## src/rtl/display_pkg.sv

```systemverilog
// Shared seven-segment constants and BCD decode, active-high {g,f,e,d,c,b,a}.
// Pure combinational helpers: no latency, no flow control.
package display_pkg;
   localparam int SEG_W = 7;
   localparam int BCD_W = 4;

   localparam logic [SEG_W-1:0] SEG_PATTERN [0:9] = '{
      7'h3F, 7'h06, 7'h5B, 7'h4F, 7'h66, 7'h6D, 7'h7D, 7'h07, 7'h7F, 7'h6F
   };
   localparam logic [SEG_W-1:0] SEG_OFF = 7'h00;

   // Codes above 9 decode to a dark digit rather than garbage.
   function automatic logic [SEG_W-1:0] bcd_to_seg(input logic [BCD_W-1:0] d);
      logic [SEG_W-1:0] p;
      p = SEG_OFF;
      for (int i = 0; i < 10; i++)
         if (d == BCD_W'(i)) p = SEG_PATTERN[i];
      return p;
   endfunction
endpackage

```

## src/rtl/tick_divider.sv

```systemverilog
// Free-running divide-by-DIV counter with a one-cycle tick on its last count.
// Tick is combinational from the count register; no backpressure.
module tick_divider #(
   parameter int DIV = 2
) (
   input  logic clk,
   input  logic rst_n,
   output logic tick
);
   localparam int W = (DIV > 1) ? $clog2(DIV) : 1;
   localparam logic [W-1:0] LAST = W'(DIV - 1);

   logic [W-1:0] cnt;

   always_ff @(posedge clk or negedge rst_n) begin
      if (!rst_n)
         cnt <= '0;
      else if (cnt == LAST)
         cnt <= '0;
      else
         cnt <= cnt + W'(1);
   end

   assign tick = (cnt == LAST);
endmodule

```

## src/rtl/bcd_scan_counter.sv

```systemverilog
// Multi-digit BCD up/down counter driving a multiplexed 7-seg display; value/wrap one cycle after tick,
// seg/an one cycle after scan index; no backpressure. Optional LEADING_ZERO_BLANK_EN blanks leading zeros.
module bcd_scan_counter
   import display_pkg::*;
#(
   parameter int CLK_HZ         = 100_000_000,
   parameter int TICK_HZ        = 1,
   parameter int SCAN_HZ        = 1000,
   parameter int NUM_DIGITS     = 4,
   parameter int SEG_ACTIVE_LOW = 1
) (
   input  logic                        clk,
   input  logic                        rst_n,
   input  logic                        en,
   input  logic                        up,
   input  logic                        load,
   input  logic [4*NUM_DIGITS-1:0]     load_val,
   output logic [4*NUM_DIGITS-1:0]     value,
   output logic                        wrap,
   output logic [6:0]                  seg,
   output logic [NUM_DIGITS-1:0]       an
);
   localparam int TDIV = CLK_HZ / TICK_HZ;
   localparam int SDIV = CLK_HZ / (SCAN_HZ * NUM_DIGITS);
   localparam int VW   = BCD_W * NUM_DIGITS;
   localparam int IW   = (NUM_DIGITS > 1) ? $clog2(NUM_DIGITS) : 1;
   localparam logic [IW-1:0] IDX_LAST = IW'(NUM_DIGITS - 1);
   localparam logic ACT_LOW = (SEG_ACTIVE_LOW != 0);

   logic count_tick, scan_tick;

   tick_divider #(.DIV(TDIV)) u_count_div (.clk(clk), .rst_n(rst_n), .tick(count_tick));
   tick_divider #(.DIV(SDIV)) u_scan_div  (.clk(clk), .rst_n(rst_n), .tick(scan_tick));

   logic [VW-1:0] inc_val, dec_val, clamp_val;
   logic          inc_wrap, dec_wrap;

   // inc_wrap/dec_wrap double as the ripple carry/borrow; surviving the last digit means all-9s/all-0s.
   always_comb begin
      inc_val   = value;
      dec_val   = value;
      clamp_val = load_val;
      inc_wrap  = 1'b1;
      dec_wrap  = 1'b1;
      for (int i = 0; i < NUM_DIGITS; i++) begin
         if (inc_wrap) begin
            if (value[i*BCD_W +: BCD_W] >= 4'd9)
               inc_val[i*BCD_W +: BCD_W] = 4'd0;
            else begin
               inc_val[i*BCD_W +: BCD_W] = value[i*BCD_W +: BCD_W] + 4'd1;
               inc_wrap = 1'b0;
            end
         end
         if (dec_wrap) begin
            if (value[i*BCD_W +: BCD_W] == 4'd0)
               dec_val[i*BCD_W +: BCD_W] = 4'd9;
            else begin
               dec_val[i*BCD_W +: BCD_W] = value[i*BCD_W +: BCD_W] - 4'd1;
               dec_wrap = 1'b0;
            end
         end
         if (load_val[i*BCD_W +: BCD_W] > 4'd9)
            clamp_val[i*BCD_W +: BCD_W] = 4'd0;
      end
   end

   always_ff @(posedge clk or negedge rst_n) begin
      if (!rst_n) begin
         value <= '0;
         wrap  <= 1'b0;
      end else if (load) begin
         value <= clamp_val;
         wrap  <= 1'b0;
      end else if (count_tick && en) begin
         value <= up ? inc_val : dec_val;
         wrap  <= up ? inc_wrap : dec_wrap;
      end else begin
         wrap  <= 1'b0;
      end
   end

   logic [NUM_DIGITS-1:0] blank;
`ifdef LEADING_ZERO_BLANK_EN
   logic nz_above;
   always_comb begin
      blank    = '0;
      nz_above = 1'b0;
      for (int i = NUM_DIGITS - 1; i > 0; i--) begin
         nz_above = nz_above | (value[i*BCD_W +: BCD_W] != 4'd0);
         blank[i] = !nz_above;
      end
   end
`else
   assign blank = '0;
`endif

   logic [IW-1:0]         idx;
   logic [BCD_W-1:0]      cur_digit;
   logic [SEG_W-1:0]      cur_seg;
   logic [NUM_DIGITS-1:0] cur_an;

   always_comb begin
      cur_digit   = value[int'(idx)*BCD_W +: BCD_W];
      cur_seg     = blank[idx] ? SEG_OFF : bcd_to_seg(cur_digit);
      cur_an      = '0;
      cur_an[idx] = 1'b1;
   end

   // seg and an come from the same idx in the same edge, so a digit never shows its neighbour's pattern.
   always_ff @(posedge clk or negedge rst_n) begin
      if (!rst_n) begin
         idx <= '0;
         seg <= ACT_LOW ? ~SEG_OFF : SEG_OFF;
         an  <= ACT_LOW ? '1 : '0;
      end else begin
         if (scan_tick)
            idx <= (idx == IDX_LAST) ? '0 : idx + IW'(1);
         seg <= ACT_LOW ? ~cur_seg : cur_seg;
         an  <= ACT_LOW ? ~cur_an : cur_an;
      end
   end
endmodule
```

## config.mk

```make
export PLATFORM = sky130hd
export DESIGN_NAME = bcd_scan_counter
export DESIGN_NICKNAME = d
export VERILOG_FILES = /design/src/rtl/display_pkg.sv /design/src/rtl/tick_divider.sv /design/src/rtl/bcd_scan_counter.sv
export SDC_FILE = /design/constraint.sdc
export NUM_CORES = 1
export LEC_CHECK = 0
export CORE_MARGIN = 2
export CORE_UTILIZATION = 61
export CTS_CLUSTER_DIAMETER = 50
export DETAILED_ROUTE_END_ITERATION = 8
export GPL_TIMING_DRIVEN = 0
export PLACE_DENSITY = 0.93
export SETUP_SLACK_MARGIN = 0.02
export SLEW_MARGIN = 10
export SYNTH_ARGS = -nofsm -noshare
export SYNTH_HDL_FRONTEND = slang
export SYNTH_SLANG_ARGS = --single-unit
```

## constraint.sdc

```tcl
create_clock -name clk -period 5.48 [get_ports clk]
set_clock_uncertainty 0.15 [all_clocks]
set_input_delay 1.644 -clock clk [delete_from_list [all_inputs] [get_ports clk]]
set_output_delay 1.644 -clock clk [all_outputs]
set_load 0.05 [all_outputs]
```

==> metrics.txt, run 1 <==
outcome completed; CP endpoint kind output port; Max-Cap Viols 0; Inserted Clock Buffers 9; Power Dens Cells 301 mW/mm^2; Synth Area in Adders 0.0528; leakage 2.17 nW; clock power share 0.270; clock period minus worst slack 3.61 ns; Synth Net Count 489; largest net degree at the start of global routing 42; largest family of logic cells by synthesized area simple AND/OR/NAND/NOR gates; grt met2 use 0.417; Pre-antenna DRT Iters 6; Top FF cell, synth dfrtp_1; Post-synth EDFFs 0; fillers 463; clock tree buffer depth 2; gr usage total 0.267; average wire per standard cell 16.1 um; Placer Congestion 0.934; Initial Util 0.627; fin nets 548; num ports 49; Crit Path Max Fanout 9; critical path class reg -> out; WP buf/inv 1; # hold bufs at CTS 0; Netlist cell types 62; DRT iter0 DRCs 359; placed cells 594; #FFs+latches synth 72; TNS Setup 0 ns; Hold Fails Final Rpt 0; Post-Synth Simple-Gate Area 0.213; Synth Area in XOR/XNOR 0.0781; Net Sw Frac 0.371; syn avg cell area 9.47 um^2; DP Worst Slack 1.65 ns; GR Layer Usage met3 0.0641; Slew Viols, Final 0; layout cells sized above 1 0.0973; Overflow after GRT 0; Synth warnings 0; Post-CTS Setup Bufs 0; Final Non-Filler Cells 610; RSZ-0062 raised after global routing no; DP Wirelength 7120 um; sequential share of the synthesized area 0.426; number of antenna violations at the first check in global routing 0; Comb power frac 0.323; final-report setup violation count 0; die width 87.6 um; fmax 277 MHz; Ant. Diodes 0; placed cell area 0.00487 mm^2; Worst setup SP type register; mapped cell area 0.00426 mm^2; Req. time, crit path 3.69 ns; Largest delay share family, worst path buffers and inverters; core footprint 0.00679 mm^2; Port Buffers 47; Cells after Synth 450; CTS tree built; Least-Margin Pin Slew 0.762 ns; Final Cell Area 0.00506 mm^2; mux contribution to synthesized area 0.0341; compound-gate portion of the synthesized area 0.154; vias in the first global route 3,499; headroom to the max-slew limit 0.488; drt total wl 9850 um; DR vias 3,732; Min-Delay Path Class reg -> reg; worst skew pair latency 0.35 ns; critical path's largest stage delay 0.89 ns; vias per inst 6.12; P&R area growth vs syn 18.8%; GRT busiest layer met2; die area 0.00767 mm^2; CP arrival 1.82 ns; Sequential Power Share 0.407; clock root buffer clkbuf_8; post_cts resized 0; period utilization 0.659; Peak supply drop 0.000147 V; Clock transition at path regs 0.09 ns; Rows 30; final worst setup slack 1.87 ns; first-pass GRT wire length 16,100 um; critical-path cell list clkdlybuf4s50_1; CTS sink cnt 72; Int Power 0.000958 W; switching power 0.000566 W; FFs w/ async S/R, synth 1.00; CTS HTree Levels 3; DRC 0; post-route ant nets 0; CP max-delay cell clkdlybuf4s50_1; GR Layer Usage met1 0.366; die height 87.6 um
## power by group through the flow
| stage | clock network (W) | logic [W] | registers (W) |
|---|---|---|---|
| after floorplan | 0 | 0.000198 | 0.000754 |
| after CTS | 0.000411 | 0.000486 | 0.000619 |
| after detailed placement | 0 | 0.000483 | 0.000629 |
| after global placement | 0 | 0.000470 | 0.000628 |
| after global routing | 0.000433 | 0.000527 | 0.000623 |
| final | 0.000412 | 0.000492 | 0.000621 |
## synth_stat cells (10+ instances only)
master	number	area share
a21oi_1	23	0.027
clkbuf_1	12	0.011
dfrtp_1	61	0.36
dfstp_2	11	0.068
ha_1	18	0.053
inv_1	27	0.024
nand2_1	26	0.023
nand3_1	28	0.033
nor2_1	43	0.038
nor3_1	10	0.012
o21ai_0	26	0.031
xnor2_1	14	0.029
xor2_1	24	0.049
## routing by layer
| metal | vias up | part of all wire |
|---|---|---|
| li1 | 1732 | - |
| met1 | 1742 | 0.42 |
| met2 | 214 | 0.47 |
| met3 | 44 | 0.080 |
| met4 | 0 | 0.027 |
| met5 | - | 0 |
## cells by family after synthesis
family	after synthesis
compound gates	100
xor+xnor	38
fa+ha+maj	18
buf+inv	44
flops	72
mux	9
simple gates	169
## stage by stage
step            util  hold slack [ns]  power [W]
6_report       0.745            0.330    0.00152
2_1_floorplan      -            0.281   0.000951
3_3_place_gp   0.714            0.297    0.00110
4_1_cts        0.745            0.332    0.00152
3_5_place_dp   0.717            0.316    0.00111
5_1_grt        0.745            0.352    0.00158
## final timing paths
path	start	endpoint	slack [ns]	depth (start not counted)
worst max-delay path	value[8]	value[8]	1.87	1
worst min-delay path	u_count_div.cnt[0]	u_count_div.cnt[0]	0.33	1
worst max register to register	value[0]	value[6]	2.77	7
worst min register to register	u_count_div.cnt[0]	u_count_div.cnt[0]	0.33	1
max in group asynchronous	rst_n	u_count_div.cnt[16]	3.56	2
min in group asynchronous	rst_n	value[7]	1.07	1
## state kept, by name, indices dropped and copies added, names as in the netlist
signal,count
seg,7
u_count_div.cnt,27
value,16
wrap,1
u_scan_div.cnt,15
an,4
idx,2
## final cells by class
class                      count  area [um^2]  share of cell area
sequential                    72         1820               0.359
clock buffer                  12          166              0.0329
tap                           96          120              0.0237
multi-input combinational    334         2270               0.448
clock inverter                 4         26.3             0.00519
buffer                        17         77.6              0.0153
inverter                      27          101              0.0200
timing repair buffer          48          488              0.0964
## cells in the final DEF (no fill, tap or decap), types with 4 or more instances in the layout
master	n
a211oi_1	4
o31ai_1	7
inv_1	27
nor3_1	10
clkbuf_8	10
mux4_2	4
xnor2_1	14
dfstp_2	11
o21ai_0	26
and4_1	4
nand2b_1	4
nand4_1	9
nand3b_1	4
clkbuf_1	13
and3_1	7
a31oi_1	6
ha_1	18
nand3_1	28
nand2_1	26
a311oi_1	4
and2_1	5
nor2_1	43
mux2i_1	4
a21oi_1	23
clkdlybuf4s50_1	46
nor2b_1	8
dfrtp_1	61
xor2_1	24
nor3b_1	4
No activity file was read; power rests on OpenSTA's default activity.
==> run 2, diff against run 1 <==
Settings changed: CORE_UTILIZATION 61 to 57, PLACE_DENSITY 0.93 to 0.88.
Clock period 5.48 ns to 3.7 ns, I/O delays scaled along.
==> metrics.txt, run 2 (synthesis results as in run 1) <==
post-route ant nets 0; leakage 2.19 nW; # hold bufs at CTS 0; DR vias 3,722; die area 0.00818 mm^2; CP endpoint kind output port; Min-Delay Path Class reg -> reg; Hold Fails Final Rpt 0; Peak supply drop 0.000266 V; Tot Pwr 0.00236 W; Clock transition at path regs 0.09 ns; placed cells 597; CTS sink cnt 72; die height 90.5 um; number of flip-flops under the largest register name 27; critical path's largest stage delay 0.89 ns; fillers 573; drt total wl 10,100 um; TNS Setup 0 ns; Ant. Diodes 0; outcome completed; num ports 49; final-report setup violation count 0; clock root buffer clkbuf_8; WL met3 727 um; Crit Path Max Fanout 9; met1 wire length 4430 um; vias in the first global route 3,765; Largest delay share family, worst path buffers and inverters; largest net degree at the start of global routing 40; fin nets 548; FF-to-FF setup slack 0.95 ns; clock tree buffer depth 2; Req. time, crit path 2.44 ns; worst skew pair latency 0.35 ns; CP arrival 1.81 ns; P&R area growth vs syn 19.7%; gr usage total 0.260; critical-path cell list clkdlybuf4s50_1; Largest regs u_count_div.cnt x27, value x16, u_scan_div.cnt x15; WP buf/inv 1; commonest non-fill, non-tap cell in the layout dfrtp_1; critical path class reg -> out; hold depth 1; DRT iter0 DRCs 343; core footprint 0.00725 mm^2; fmax 326 MHz; post_cts resized 0; highest routed metal layer met4; Slew Viols, Final 0; Worst setup SP type register; die width 90.5 um; average wire per standard cell 16.5 um; headroom to the max-slew limit 0.517; Reg with most FFs u_count_div.cnt; DP Wirelength 7340 um; Overflow after GRT 0; number of antenna violations at the first check in global routing 0; first-pass GRT wire length 17,400 um; Least-Margin Pin Slew 0.720 ns; clock period minus worst slack 3.07 ns; RSZ-0062 raised after global routing no; Placer Congestion 0.924; CTS tree built; WHS 0.317 ns; R2R depth 7; CTS HTree Levels 3; Post-CTS Setup Bufs 0; Hold EP u_scan_div.cnt[0]; Initial Util 0.588; DP Worst Slack 0.396 ns; Pre-antenna DRT Iters 5; Port Buffers 47; commonest cells after routing, fill and taps aside dfrtp_1 (61), clkdlybuf4s50_1 (46), nor2_1 (43), nand3_1 (28), inv_1 (27); Rows 31; Final Non-Filler Cells 613; DRC 0; FF-to-FF Start value[0]; met2 routed WL 4870 um; final worst setup slack 0.631 ns; Inserted Clock Buffers 9; RR Endpoint value[7]; Hold Startpoint u_scan_div.cnt[0]; layout cells sized above 1 0.0992; CP max-delay cell clkdlybuf4s50_1; vias per inst 6.07; Max-Cap Viols 0; Power Dens Cells 463 mW/mm^2; period utilization 0.829
## run 2: cell type report
class	count	area, um^2	area share
Buffer	17	77.6	0.0152
Clock buffer	10	138	0.0270
Clock inverter	6	90.1	0.0177
Inverter	27	101	0.0199
Multi-Input combinational cell	334	2270	0.444
Sequential cell	72	1820	0.356
Tap cell	99	124	0.0243
Timing Repair Buffer	48	488	0.0957
## run 2: worst max path at each step
stage             start  slack [ns]        end  cells past startpoint
2_1_floorplan  value[5]        1.06   value[8]                      7
3_3_place_gp      rst_n       -0.92  value[10]                      1
6_report       value[8]        0.63   value[8]                      1
5_1_grt              en        0.56   value[4]                      6
4_1_cts        value[8]        0.63   value[8]                      1
3_5_place_dp         en        0.40   value[4]                      6
## run 2: worst register-to-register path, delay by kind of cell, from the launching register on
family / cells / cell delay (ns)
and+or+nand+nor: 1 / 0.51
buffers and inverters: 1 / 0.15
adders and majority gates: 1 / 0.27
AOI/OAI and AO/OA: 4 / 1.10
DFF: 1 / 0.50
## run 2: layer usage
| metal | vias to the layer above | global-route usage |
|---|---|---|
| li1 | 1744 | - |
| met2 | 143 | 0.398 |
| met1 | 1825 | 0.370 |
| met3 | 10 | 0.0559 |
| met5 | - | 0 |
| met4 | 0 | 0.0885 |
## run 2: report_power, final
group | total (W) | switching, W | internal [W]
clock | 0.000716 | 0.000315 | 0.000401
sequential | 0.000921 | 0.0000648 | 0.000856
combinational | 0.000726 | 0.000466 | 0.000260
total | 0.00236 | 0.000847 | 0.00152
## run 2: per-stage QoR
stage,cell area [um^2],utilization
after floorplan,4260,-
after global placement,4860,0.669
after detailed placement,4870,0.672
after CTS,5100,0.703
after global routing,5100,0.703
final,5100,0.703
==> run 3, diff against run 2 <==
Clock period 3.7 ns to 3.1 ns, I/O delays scaled along.
==> results of run 3 <==
The final DEF is identical to that of run 2. Status: completed.
Among the figures that moved: setup slack after placement 0.396 ns -> -0.0244 ns; setup slack after layout 0.631 ns -> 0.211 ns; register-to-register setup slack 0.95 ns -> 0.35 ns; total power 0.00236 W -> 0.00282 W; worst IR drop on VDD 0.000266 V -> 0.000318 V
